[src/rtl/interface_demux.sv]
// rtl/interface_demux.sv - egress distributor from backend stream FIFOs to per-port TX FIFOs
//
// Pops one frame descriptor, waits until every destination port can absorb a
// maximum-size frame, then streams len payload bytes to all destinations at
// once (multicast) and finally writes the TX descriptor to each of them.
// Errored or mask-0 frames are popped and discarded so the streams stay aligned.
//
// Ports:
//   clk_sys, rstn_sys      system clock, async active-low reset
//   ptr_sfifo_empty/rd/dout backend descriptor FIFO {err, mask[3:0], len[10:0]}
//   sfifo_rd/dout           backend payload FIFO (8-bit)
//   tx_data_fifo_afull[3:0] per-port "less than one max frame of space"
//   tx_ptr_fifo_full[3:0]   per-port TX descriptor FIFO full
//   tx_data_fifo_wr/din     per-port byte strobe, shared byte
//   tx_ptr_fifo_wr/din      per-port descriptor strobe, shared {5'b0, len}

module interface_demux (
  input  logic        clk_sys,
  input  logic        rstn_sys,
  input  logic        ptr_sfifo_empty,
  output logic        ptr_sfifo_rd,
  input  logic [15:0] ptr_sfifo_dout,
  output logic        sfifo_rd,
  input  logic [7:0]  sfifo_dout,
  input  logic [3:0]  tx_data_fifo_afull,
  input  logic [3:0]  tx_ptr_fifo_full,
  output logic [3:0]  tx_data_fifo_wr,
  output logic [7:0]  tx_data_fifo_din,
  output logic [3:0]  tx_ptr_fifo_wr,
  output logic [15:0] tx_ptr_fifo_din
);

  typedef enum logic [2:0] {
    S_IDLE, S_PRD, S_PCAP, S_WAIT, S_DATA, S_FLUSH0, S_FLUSH1, S_PWR
  } state_t;

  state_t      state;
  state_t      state_nxt;
  logic [10:0] len;
  logic [10:0] cnt;
  logic [3:0]  mask;
  logic        drop;
  logic        rd_d;
  logic        ready;

  // Every destination must have room for a whole frame; only looked at in WAIT.
  assign ready = ((tx_data_fifo_afull | tx_ptr_fifo_full) & mask) == 4'b0000;

  always_ff @(posedge clk_sys or negedge rstn_sys) begin
    if (!rstn_sys) begin
      state <= S_IDLE;
    end else begin
      state <= state_nxt;
    end
  end

  always_comb begin
    state_nxt       = state;
    ptr_sfifo_rd    = 1'b0;
    sfifo_rd        = 1'b0;
    tx_ptr_fifo_wr  = 4'b0000;
    tx_ptr_fifo_din = 16'h0000;
    case (state)
      S_IDLE: begin
        if (!ptr_sfifo_empty) state_nxt = S_PRD;
      end
      S_PRD: begin
        ptr_sfifo_rd = 1'b1;
        state_nxt    = S_PCAP;
      end
      S_PCAP: begin
        state_nxt = S_WAIT;
      end
      S_WAIT: begin
        if (len == 11'd0)       state_nxt = S_IDLE;
        else if (drop || ready) state_nxt = S_DATA;
      end
      S_DATA: begin
        sfifo_rd = 1'b1;
        if (cnt == len) state_nxt = S_FLUSH0;
      end
      // Two cycles let the last popped byte travel through the write register.
      S_FLUSH0: begin
        state_nxt = S_FLUSH1;
      end
      S_FLUSH1: begin
        state_nxt = drop ? S_IDLE : S_PWR;
      end
      S_PWR: begin
        tx_ptr_fifo_wr  = mask;
        tx_ptr_fifo_din = {5'b00000, len};
        state_nxt       = S_IDLE;
      end
      default: begin
        state_nxt = S_IDLE;
      end
    endcase
  end

  always_ff @(posedge clk_sys or negedge rstn_sys) begin
    if (!rstn_sys) begin
      len              <= 11'd0;
      mask             <= 4'b0000;
      drop             <= 1'b0;
      cnt              <= 11'd0;
      rd_d             <= 1'b0;
      tx_data_fifo_wr  <= 4'b0000;
      tx_data_fifo_din <= 8'h00;
    end else begin
      if (state == S_PCAP) begin
        len  <= ptr_sfifo_dout[10:0];
        mask <= ptr_sfifo_dout[14:11];
        drop <= ptr_sfifo_dout[15] | (ptr_sfifo_dout[14:11] == 4'b0000);
      end
      // Counter holds at len on the last byte so len = 2047 never wraps.
      if (state == S_WAIT) begin
        cnt <= 11'd1;
      end else if (state == S_DATA && cnt != len) begin
        cnt <= cnt + 11'd1;
      end
      // Payload arrives one cycle after the pop; register it toward all ports.
      rd_d <= sfifo_rd;
      if (rd_d) begin
        tx_data_fifo_din <= sfifo_dout;
        tx_data_fifo_wr  <= drop ? 4'b0000 : mask;
      end else begin
        tx_data_fifo_wr  <= 4'b0000;
      end
    end
  end

endmodule
[config.mk]
export PLATFORM = sky130hd
export DESIGN_NAME = interface_demux
export DESIGN_NICKNAME = d
export VERILOG_FILES = /design/src/rtl/interface_demux.sv
export SDC_FILE = /design/constraint.sdc
export NUM_CORES = 1
export LEC_CHECK = 0
export ABC_AREA = 1
export CAP_MARGIN = 20
export CORE_ASPECT_RATIO = 0.9
export CORE_MARGIN = 3
export CORE_UTILIZATION = 35
export CTS_CLUSTER_DIAMETER = 30
export DETAILED_ROUTE_END_ITERATION = 10
export PLACE_DENSITY = 0.58
export SYNTH_ARGS = -nofsm -noshare
export SYNTH_HDL_FRONTEND = slang
export SYNTH_SLANG_ARGS = --single-unit
[constraint.sdc]
create_clock -name clk_sys -period 2.09 [get_ports clk_sys]
set_clock_uncertainty 0.2 [all_clocks]
set_input_delay 0.418 -clock clk_sys [delete_from_list [all_inputs] [get_ports clk_sys]]
set_output_delay 0.418 -clock clk_sys [all_outputs]
set_load 0.05 [all_outputs]
After elaboration in Yosys (flattened, before gate mapping)
Cells that the tools add are included.
{"block": "word_totals", "reg_bits": 43, "inputBits": 35, "output_inout_bits": 34, "wordCells": 46}
{"block": "op_classes", "n_addsub": 1, "n_eq_ne": 12, "mux": 14, "bitwise_logic": 3, "reduce_logical": 8}
{"cell": "2-to-1 mux 11 bit", "n": 3}
{"cell": "one-hot mux 3 bit (8 select lines)", "n": 1}
{"cell": "2-to-1 mux 3 bit", "n": 5}
{"cell": "== test 3 bit (second input constant)", "n": 4}
{"cell": "2-to-1 mux 4 bit", "n": 3}
{"cell": "adder 11 x 1 -> 11 bit (second input constant)", "n": 1}
{"cell": "== test 11 bit", "n": 1}
{"cell": "zero test 11 bit", "n": 1}
{"cell": "inequality test 11 bit", "n": 1}
{"cell": "zero test 4 bit", "n": 2}
{"cell": "== test 3 x 2 -> 1 bit (second input constant)", "n": 2}
{"cell": "AND 4 bit", "n": 1}
{"cell": "inequality test 2 bit (second input constant)", "n": 2}
{"cell": "bitwise OR 4 bit", "n": 1}
{"cell": "== test 3 x 1 -> 1 bit (second input constant)", "n": 1}
{"cell": "zero test 3 bit", "n": 1}
{"cell": "inequality test 3 bit (second input constant)", "n": 1}
{"cell": "AND reduction 3 bit", "n": 1}
{"cell": "2-to-1 mux 1 bit", "n": 2}
{"cell": "nonzero test 2 bit", "n": 1}
{"cell": "logical AND 1 bit", "n": 1}
{"cell": "logical OR 1 bit", "n": 1}
{"cell": "bitwise OR 1 bit", "n": 1}

Longest topological paths before layout
{"block": "depth", "depth_word": 7, "depth_mapped": 10, "ltp_nobuf": 9}

Worst setup path after synthesis
No wires, ideal clock.
{"block": "synth_timing", "path_type": "reg-to-output", "from": "register state[0]", "to": "output ptr_sfifo_rd", "arrival_ps": 1520, "required_time_ps": 1472, "slack_ps": -48, "path_stages_with_launch": 3, "n_path_buf": 0, "path_cell_list": "dfrtp_1 > inv_1 > nor3_1"}
{"block": "synth_between", "elab_chain_len": 2}
{"element": "start, declared", "line_no": "37", "source": "state_t state;"}
{"element": "start signal, assigned", "line_no": "53", "source": "state <= state_nxt;"}
{"element": "== test 3 x 1 -> 1 bit", "line_no": "63", "source": "case (state)"}
{"element": "2-to-1 mux 1 bit", "line_no": "63"}
{"element": "end, declared", "line_no": "21", "source": "output logic ptr_sfifo_rd,"}
Every way passes these cells.

Final worst setup path
{"block": "layout_timing", "from": "register state[1]", "to": "output tx_ptr_fifo_din[9]"}
{"block": "layout_between", "elab_chain_len": 2}
{"element": "== test 3 bit", "line_no": "63"}
{"element": "2-to-1 mux 11 bit", "line_no": "63"}
{"element": "end, declared", "line_no": "30", "source": "output logic [15:0] tx_ptr_fifo_din"}
Every way passes these cells.

==> results.toml <==
[placed_design]
routability_congestion_estimate = 0.7816
place.port_buffers = 63
post-dp-hpwl_um = 4182
pre_cts_ws_ps = 272.5
placedCellCount = 442

[grt]
grt_start_max_net_pins = 44
overall_track_demand_over_capacity_in_global_routing_pct = 15.42
groute.layer.met2.usage_pct = 24.68
grt_util_met1_pct = 19.39
grt_most_used_layer = "met2"
grt_remaining_overflow = 0
grt_first_pass_wirelength_um = 9473
initial_antenna_violation_count = 0
grt_pass1_vias = 2030
global_route.usage.met3_pct = 5.072

[synth]
seq_area_frac_synth_pct = 46.59
yosysTopAreaCellShare_pct = 46.59
yosys_warnings = 0
postSynthCellCount = 296
mappedNetlistArea_mm2 = 0.002310
synth-main-ff-cell = "dfrtp_1"
number_of_enable_flip_flop_cells_after_synthesis = 0
synth_area_per_cell_um2 = 7.803
ys_types = 27
synth.ff_latch_count = 43
async_reset_ff_share_pct = 100.0
netlist_top_cells_area = "dfrtp_1 (47%), nand2_1 (11%), nor2_1 (7.2%)"
post_synth_top_area_cell = "dfrtp_1"

[cts]
clkTransAtPathRegs_ps = 80
cts_tree = "yes"
cts_root_buffer = "clkbuf_8"
ctsLongestPathBuffers = 2
latest_clock_arrival_within_the_worst_skew_pair_ps = 290
cts_num_sinks = 43
post_cts_buffers = 0
htreeDepth = 2
postCtsResizedCells = 0
hold_fix_buffers_cts = 0
cts-buffers-inserted = 5

[sta]
maxSlewViolCount = 0
grt_setup_unrepaired = "true"
timing.final.crit_share_pct = 97.55
fin_ws_ps = 51.16
setup-tns-final_ps = 0
final.min_clock_period_ps = 2039
worst_hold_slack_ps = -18.19
timing.final.hold_violations = 14
clock.fmax_mhz = 490.5
tightest_slew_ps = 566.0
worst_slew_margin_rel_pct = 62.23
final_report_setup_violation_count = 0

[pwr]
netSwitchingFraction_pct = 43.91
power_uw = 4160
p_switching_uw = 1827
seqPwrFrac_pct = 33.7
share_comb_of_total_power_pct = 50.3
clockPowerShare_pct = 16.0
p_int_uw = 2333
p_leak_uw = 0.001613
power.density_mw_per_mm2 = 1252
power.ir.vdd_worst_mv = 0.7616

[die]
standard_cell_row_count = 27
core_mm2 = 0.006250
top_level_ports = 69
die-height_um = 83.07
die_width_um = 91.63
fp.dieArea_mm2 = 0.007611
initial_core_util_pct = 36.96

[critical_path]
required_ps = 1470
setup.worst_path.end_class = "output pin"
timing.critical_path.arrival_ps = 1420
timing.setup.critical_path_class = "reg -> out"
critical_path.startpoint_type = "register"
critical_path_peak_fanout = 15

[status]
run_status = "complete, but fails checks"
failed_checks = "hold timing"

[routing]
routed_wl_um = 5500
vias_per_cell = 4.596
wl_per_cell_um = 12.22
drt_iter0_markers = 133
first_pass_iters = 4
detail_route.drc_violations = 0
dr_total_vias = 2068
ant_nets = 0

[run]
drv.max_cap_violation_count = 0

[final_layout]
final_cell_count_no_fill = 450
postLayoutCoreUtil_pct = 53.15
layout.nets = 398
fillerInstances = 606
final_common_cell = "nand2_1"
ratio_of_cells_with_drive_above_1_in_the_final_layout_pct = 16.25
diodes = 0
area_delta_synth_final_pct = 43.82
layout_common_cells = "nand2_1 (69), nor2_1 (44), dfrtp_1 (41)"

[min_path]
min_path_type = "in -> async"
registers in the layout, indices dropped and copies added (netlist names):
register and count:
cnt 11, drop 1, len 11, mask 4
rd_d 1, state 3, tx_data_fifo_din 8, tx_data_fifo_wr 4
cells by family after synthesis:
family	share of synthesized area, %
adders and majority gates	0.5416
other	0.1624
muxes	3.900
and+or+nand+nor	28.71
AOI/OAI and AO/OA	4.875
xor gates and xnor gates	4.930
DFF	46.59
buffers and inverters	10.29
metal layers:
| metal | part of all wire (%) | wire length, µm |
|---|---|---|
| met1 | 45 | 2501 |
| met2 | 46 | 2518 |
| met3 | 8.0 | 440 |
| met4 | 0.73 | 40 |
| met5 | 0 | 0 |
cell usage after synthesis (2+ instances only):
cell type   n
nor3_1      2
nand3_1    21
buf_2       4
dfrtp_1    43
a21oi_1     2
nor3_2      2
inv_2       2
xor2_1      7
buf_4       6
nand4_1    12
clkbuf_1    3
nor2_1     44
xnor2_1     6
mux2_2      8
inv_1      37
o21ai_0    18
nand2_1    69
final cells by class:
cell class	instances	area [µm²]	share of cell area [%]
multi-input combinational	203	1022	30.77
clock buffer	6	82.58	2.486
inverter	39	146.4	4.407
tap	87	108.9	3.277
clock inverter	2	35.03	1.055
sequential	43	1079	32.47
timing repair buffer	70	848.3	25.54
worst paths after layout:
| kind | end | cells past startpoint | start | slack, ps |
|---|---|---|---|---|
| max | tx_ptr_fifo_din[9] | 4 | state[1]$_DFFE_PN0P_ | 50 |
| min | mask[0]$_DFFE_PN0P_ | 2 | rstn_sys | -20 |
| max reg2reg | cnt[10]$_DFFE_PN0P_ | 9 | cnt[0]$_DFFE_PN0P_ | 320 |
| min reg2reg | tx_data_fifo_din[4]$_DFFE_PN0P_ | 1 | tx_data_fifo_din[4]$_DFFE_PN0P_ | 300 |
| max in group asynchronous | state[1]$_DFFE_PN0P_ | 2 | rstn_sys | 1320 |
| min in group clk_sys | tx_data_fifo_din[4]$_DFFE_PN0P_ | 1 | tx_data_fifo_din[4]$_DFFE_PN0P_ | 300 |
through the flow:
| stage | cell area (µm²) | hold WS (ps) |
|---|---|---|
| 6_report | 3322 | -18.19 |
| 5_1_grt | 3322 | 48.47 |
| 4_1_cts | 3306 | 7.829 |
| 3_5_place_dp | 3188 | 295.7 |
| 3_3_place_gp | 3188 | 288.4 |
| 2_1_floorplan | 2330 | -77.59 |
power by group through the flow:
stage	logic, µW	registers, µW	clock network [µW]
final	2090	1400	666
after global placement	2090	1400	0
after detailed placement	2110	1410	0
after floorplan	1130	1650	0
after CTS	2110	1390	698
after global routing	2310	1450	730
critical path: stages (launching register included):
cell and delay, ps:
dfrtp_2 440, nand3_1 90, buf_4 210, nor2_1 210, buf_12 170
Note: power is estimated with default switching activity, not from simulation.
==> variant 1: new RTL, same settings <==
Re-encode `state_t` (8 states) as one-hot, 8 bits wide.
--- a/src/rtl/interface_demux.sv
+++ b/src/rtl/interface_demux.sv
@@ -31,6 +31,6 @@
 );
 
-  typedef enum logic [2:0] {
-    S_IDLE, S_PRD, S_PCAP, S_WAIT, S_DATA, S_FLUSH0, S_FLUSH1, S_PWR
+  typedef enum logic [7:0] {
+    S_IDLE = 8'b00000001, S_PRD = 8'b00000010, S_PCAP = 8'b00000100, S_WAIT = 8'b00001000, S_DATA = 8'b00010000, S_FLUSH0 = 8'b00100000, S_FLUSH1 = 8'b01000000, S_PWR = 8'b10000000
   } state_t;
 
Check against the original RTL: same outputs for any inputs over 10 cycles, from zero or initial values and one cycle with rstn_sys low; not proved beyond that.
==> variant 1 against the unedited design <==
The run ends with setup timing left. Critical path depth increased by 3. Worst hold slack improved by 310 ps. Sequential cell count increased by 5. Clock power decreased by 13%. Wire length increased by 18%. Power decreased by 23%. Synthesized area increased by 11%. Final area increased by 15%. Setup slack got worse by 160 ps.
==> variant 1: results (changes against the unedited design) <==
* Status: complete, but fails checks
* Failing checks: setup timing
* Nets@finish at 449 (+13%)
* Power, Total at 3.21 mW (-23%)
* Synth warn at 0 (unchanged)
* Postcts setup bufs at 4 (+4)
* Final setup fails at 16 (+16)
* # hold bufs at CTS at 1 (+1)
* H-tree depth at 2 (unchanged)
* Post-cts gate resize count at 26 (+26)
* Detailed-placement wirelength estimate at 4820 um (+15%)
* Gpl congestion at 0.804 (+2.8%)
* Dominant cells by area after synthesis: dfrtp_1 46%, nand2_1 12%, inv_1 7.1%, nor2_1 6.9%, nand3_1 4.7%
* CP startpoint: state[3]$_DFFE_PN0P_
* DR vias/cell at 4.59 (-0.17%)
* Largest registers: cnt: 11 flops, len: 11 flops
* Grt met1 use at 22.5% (+3.1 points)
* Vias in the first global route at 2,319 (+14%)
* Comb. pwr at 1.28 mW (-39%)
* Slew HR at 66.2% (+4.0 points)
* Share of post-route cells with drive strength above 1 at 23.4% (+7.2 points)
* Final worst slack at -107 ps (-158 ps)
* Reg2reg start: state[0]$_DFFE_PN1P_
* GRT Total Usage at 16.7% (+1.3 points)
* Leakage at 1.93 nW (+19%)
* GR Util met2 at 27.6% (+3.0 points)
* Sequential fraction of the synthesis area at 46.7% (+0.11 points)
* 1st-iter DRT viols at 90 (-32%)
* Critical Path Max Stage Delay at 400 ps (-40 ps)
* Initial antenna violation count at 0 (unchanged)
* HP Start: drop$_DFFE_PN0N_
* Deepest clock path buffer count at 2 (unchanged)
* Critical-path top delay cell: dfrtp_1
* PortBufs at 63 (unchanged)
* Worst-path fanout max at 4 (-11)
* Switching power at 1.29 mW (-29%)
* Pwr top: sequential cells
* Top_reg_cell synth: dfrtp_1
* Final WL at 6470 um (+18%)
* First-pass GRT wire length at 11,000 um (+16%)
* Power Sequential at 1.35 mW (-4%)
* Hold WC Path Type: reg2reg
* Synth unique cells at 27 (unchanged)
* Antenna diodes at 0 (unchanged)
* Largest net degree at the start of global routing at 23 (-48%)
* CTS Root Cell: clkbuf_8
* VDD IR max at 0.366 mV (-52%)
* Setup TNS at -1450 ps (-1450 ps)
* Worst-Skew Late Latency at 300 ps
* CTS clk-pin slew, worst paths at 90 ps
* GR Layer Usage met3 at 3.20% (-1.9 points)
* Synth cell count leaders: 80 x nand2_1, 49 x inv_1, 47 x dfrtp_1, 47 x nor2_1, 24 x nand3_1
-- variant 1: path summary, 6_finish.rpt --
check | end | slack (ps) | cells past startpoint
max | tx_ptr_fifo_din[10] | -110 | 7
min | state[7]$_DFFE_PN0P_ | 300 | 1
max reg2reg | state[0]$_DFFE_PN1P_ | 270 | 9
min reg2reg | state[7]$_DFFE_PN0P_ | 300 | 1
max in group asynchronous | state[7]$_DFFE_PN0P_ | 680 | 3
min in group asynchronous | state[1]$_DFFE_PN0P_ | 390 | 2
-- variant 1: metal layers --
layer	share of wire (%)	vias to the layer above
li1	-	1194
met4	0.96	0
met3	4.7	5
met2	48	44
met5	0	-
met1	46	1083
-- variant 1: area by class of cell --
cell class	count	area, sq um
Sequential cell	48	1200
Tap cell	93	116
Inverter	52	195
Fill cell	709	3290
Multi-Input combinational cell	222	1240
Clock buffer	6	82.6
Clock inverter	2	10.0
Timing Repair Buffer	84	971
-- variant 1: through the flow --
stage | utilization, % | setup WS [ps] | instance area, sq um | cells
detailed placement | 49.1 | 0.00444 | 3490 | 488
global placement | 49.1 | 25.0 | 3490 | 488
global route | 53.7 | -192 | 3820 | 507
floorplan | - | -84.2 | 2620 | 338
CTS | 52.5 | -145 | 3740 | 501
finish | 53.7 | -107 | 3820 | 507
-- variant 1: critical path: cells and delay by family (launching register included) --
family / cells / cell delay, ps
flops: 1 / 400
buf+inv: 3 / 410
simple gates: 4 / 470
-- variant 1: cell families (layout without fill, tap and decap cells) --
family | after synthesis | count (layout) | share of synthesized area (%)
buf+inv | 68 | 144 | 11.7
fa+ha+maj | 1 | 1 | 0.486
xor+xnor | 10 | 10 | 3.40
compound gates | 24 | 24 | 4.76
flops | 48 | 48 | 46.7
mux | 8 | 8 | 3.50
simple gates | 174 | 174 | 29.3
other cells | 1 | 5 | 0.146
==> variant 2: new RTL, same flow settings <==
Made on the original files. Reset style: synchronous (`rstn_sys`), changed in 2 clocked blocks. Comments in the files are not updated.
--- a/src/rtl/interface_demux.sv
+++ b/src/rtl/interface_demux.sv
@@ -47,5 +47,5 @@
   assign ready = ((tx_data_fifo_afull | tx_ptr_fifo_full) & mask) == 4'b0000;
 
-  always_ff @(posedge clk_sys or negedge rstn_sys) begin
+  always_ff @(posedge clk_sys) begin
     if (!rstn_sys) begin
       state <= S_IDLE;
@@ -98,5 +98,5 @@
   end
 
-  always_ff @(posedge clk_sys or negedge rstn_sys) begin
+  always_ff @(posedge clk_sys) begin
     if (!rstn_sys) begin
       len              <= 11'd0;
Formal check against the unedited RTL: differs if rstn_sys is asserted again (counterexample within 4 cycles, from zero or initial values and one cycle with rstn_sys low); with rstn_sys held inactive, the same outputs for 10 cycles.
==> variant 2 against the unedited design <==
First-iteration DRC count down 51%. Register-to-register slack better by 40 ps. Critical endpoint is now sfifo_rd. Synthesized area down 9.3%. Setup slack better by 33 ps. Sequential cell count unchanged. Wire length up 5.4%. Final area down 6.7%.
Power is not compared: it rests on default switching activity, and its combinational part moved more than twofold at a synthesized area within 25%.
==> variant 2: results (changes against the unedited design) <==
* Antenna diodes at 0 (unchanged)
* First-pass GRT wire length at 9520 um (+0.44%)
* Yosys reg bits at 43 (unchanged)
* Deepest clock path buffer count at 2 (unchanged)
* Dpl cells at 431 (-2.5%)
* Synth warn at 0 (unchanged)
* Largest net degree at the start of global routing at 27 (-39%)
* 1st-iter DRT viols at 65 (-51%)
* DR vias/cell at 4.79 (+4.2%)
* Multi-In Gates at 214 (+5.4%)
* Status: finished, final reports clean
* CP arrival at 1390 ps (-30 ps)
* Leakage at 1.29 nW
* Largest registers: cnt: 11 flops, len: 11 flops, tx_data_fifo_din: 8 flops
* Nets@finish at 404 (+1.5%)
* NonClk Buf Share at 28.0% (+2.5 points)
* Area of the multi-input gates at 0.00107 sq mm (+4.3%)
* FFs w/ async S/R, synth at 0% (-100 points)
* Synth cell count leaders: 51 x nand2_1, 47 x nor2_1, 43 x dfxtp_1
* Critical Path Max Stage Delay at 370 ps (-70 ps)
* Final core utilization at 54.1% (+0.98 points)
* GR Layer Usage met3 at 3.61% (-1.5 points)
* Gpl congestion at 0.890 (+14%)
* GRT Total Usage at 17.5% (+2.1 points)
* CTS Root Cell: clkbuf_8
* Clock Network Area Fraction at 3.07% (-0.47 points)
* Slew @ Worst Pin at 500 ps (-66.0 ps)
* Nonclk buf count at 72 (+2.9%)
* Initial antenna violation count at 0 (unchanged)
* GR Util met2 at 28.4% (+3.7 points)
* Final WL at 5800 um (+5.4%)
* FF/Latch Area at 862 sq um (-20%)
* CP delay by family, top: buffers and inverters
* Inverters at 32 (-18%)
* Mapped Cells at 302 (+2.0%)
* Placed cell area at 0.00296 sq mm (-7.3%)
* Detailed-placement wirelength estimate at 4360 um (+4.2%)
* Sequential fraction of the synthesis area at 41.1% (-5.5 points)
* H-tree depth at 2 (unchanged)
* Worst-Skew Late Latency at 300 ps
* CTS clk-pin slew, worst paths at 80 ps (about the same)
* Top_reg_cell synth: dfxtp_1
* Via count at 2,103 (+1.7%)
* Clock buffers at 7 (+1)
* Dpl ws at 167 ps (-106 ps)
* Fill cell count at 585 (-3.5%)
* Dominant cells by area after synthesis: dfxtp_1 41%, nand2_1 9.1%, nor2_1 8.4%, a21oi_1 7.2%, o21ai_0 6.7%
* Hold WC Path Type: reg2reg
* Worst-path fanout max at 12 (-3)
* Grt met1 use at 23.1% (+3.7 points)
* TritonCTS buffer count at 5 (unchanged)
* Drt first pass iters at 5 (+1)
* Share of post-route cells with drive strength above 1 at 17.1% (+0.82 points)
* Critical-path top delay cell: dfxtp_1
* Final instance area at 0.00310 sq mm (-6.7%)
* Synth unique cells at 26 (-3.7%)
-- variant 2: changes by cell type after synthesis, moves of 3 or more --
cell	change
nand2_1	-18
o21ai_0	+10
nand4_1	-9
dfxtp_1	+43
inv_1	-6
a21oi_1	+28
mux2_2	-8
dfrtp_1	-43
nor2_1	+3
-- variant 2: layer usage --
metal | vias to the layer above | routed length, um
li1 | 1085 | -
met1 | 961 | 2690
met2 | 50 | 2740
met3 | 7 | 292
met4 | 0 | 78
met5 | - | 0
-- variant 2: timing repair --
action                     4_1_cts  5_1_grt
setup buffers                    0        0
gates resized for setup          4       14
hold endpoints to repair         0        0
setup endpoints to repair       12       14
-- variant 2: cell families (layout without fill, tap and decap cells) --
group / Yosys count / in the layout / synth area share, %
buf+inv: 49 / 112 / 10.6
compound gates: 61 / 61 / 14.8
simple gates: 133 / 133 / 26.8
fa+ha+maj: 1 / 1 / 0.597
other cells: 1 / 5 / 0.179
xor+xnor: 14 / 14 / 5.85
flops: 43 / 43 / 41.1
-- variant 2: power breakdown --
part | switching [mW] | leakage, nW | internal [mW]
clock | 0.294 | 0.0484 | 0.271
combinational | 0.405 | 0.895 | 0.269
sequential | 0.0655 | 0.349 | 0.900
total | 0.765 | 1.29 | 1.44
-- variant 2: final timing paths --
| check | from | to | slack [ps] | cells after the start |
|---|---|---|---|---|
| worst max-delay path | state[2]$_SDFFE_PN0P_ | sfifo_rd | 80 | 5 |
| worst min register to register | tx_data_fifo_din[0]$_SDFFE_PN0P_ | tx_data_fifo_din[0]$_SDFFE_PN0P_ | 310 | 2 |
| worst max register to register | cnt[0]$_SDFFE_PN0P_ | cnt[8]$_SDFFE_PP0P_ | 360 | 7 |
| worst min-delay path | tx_data_fifo_din[0]$_SDFFE_PN0P_ | tx_data_fifo_din[0]$_SDFFE_PN0P_ | 310 | 2 |
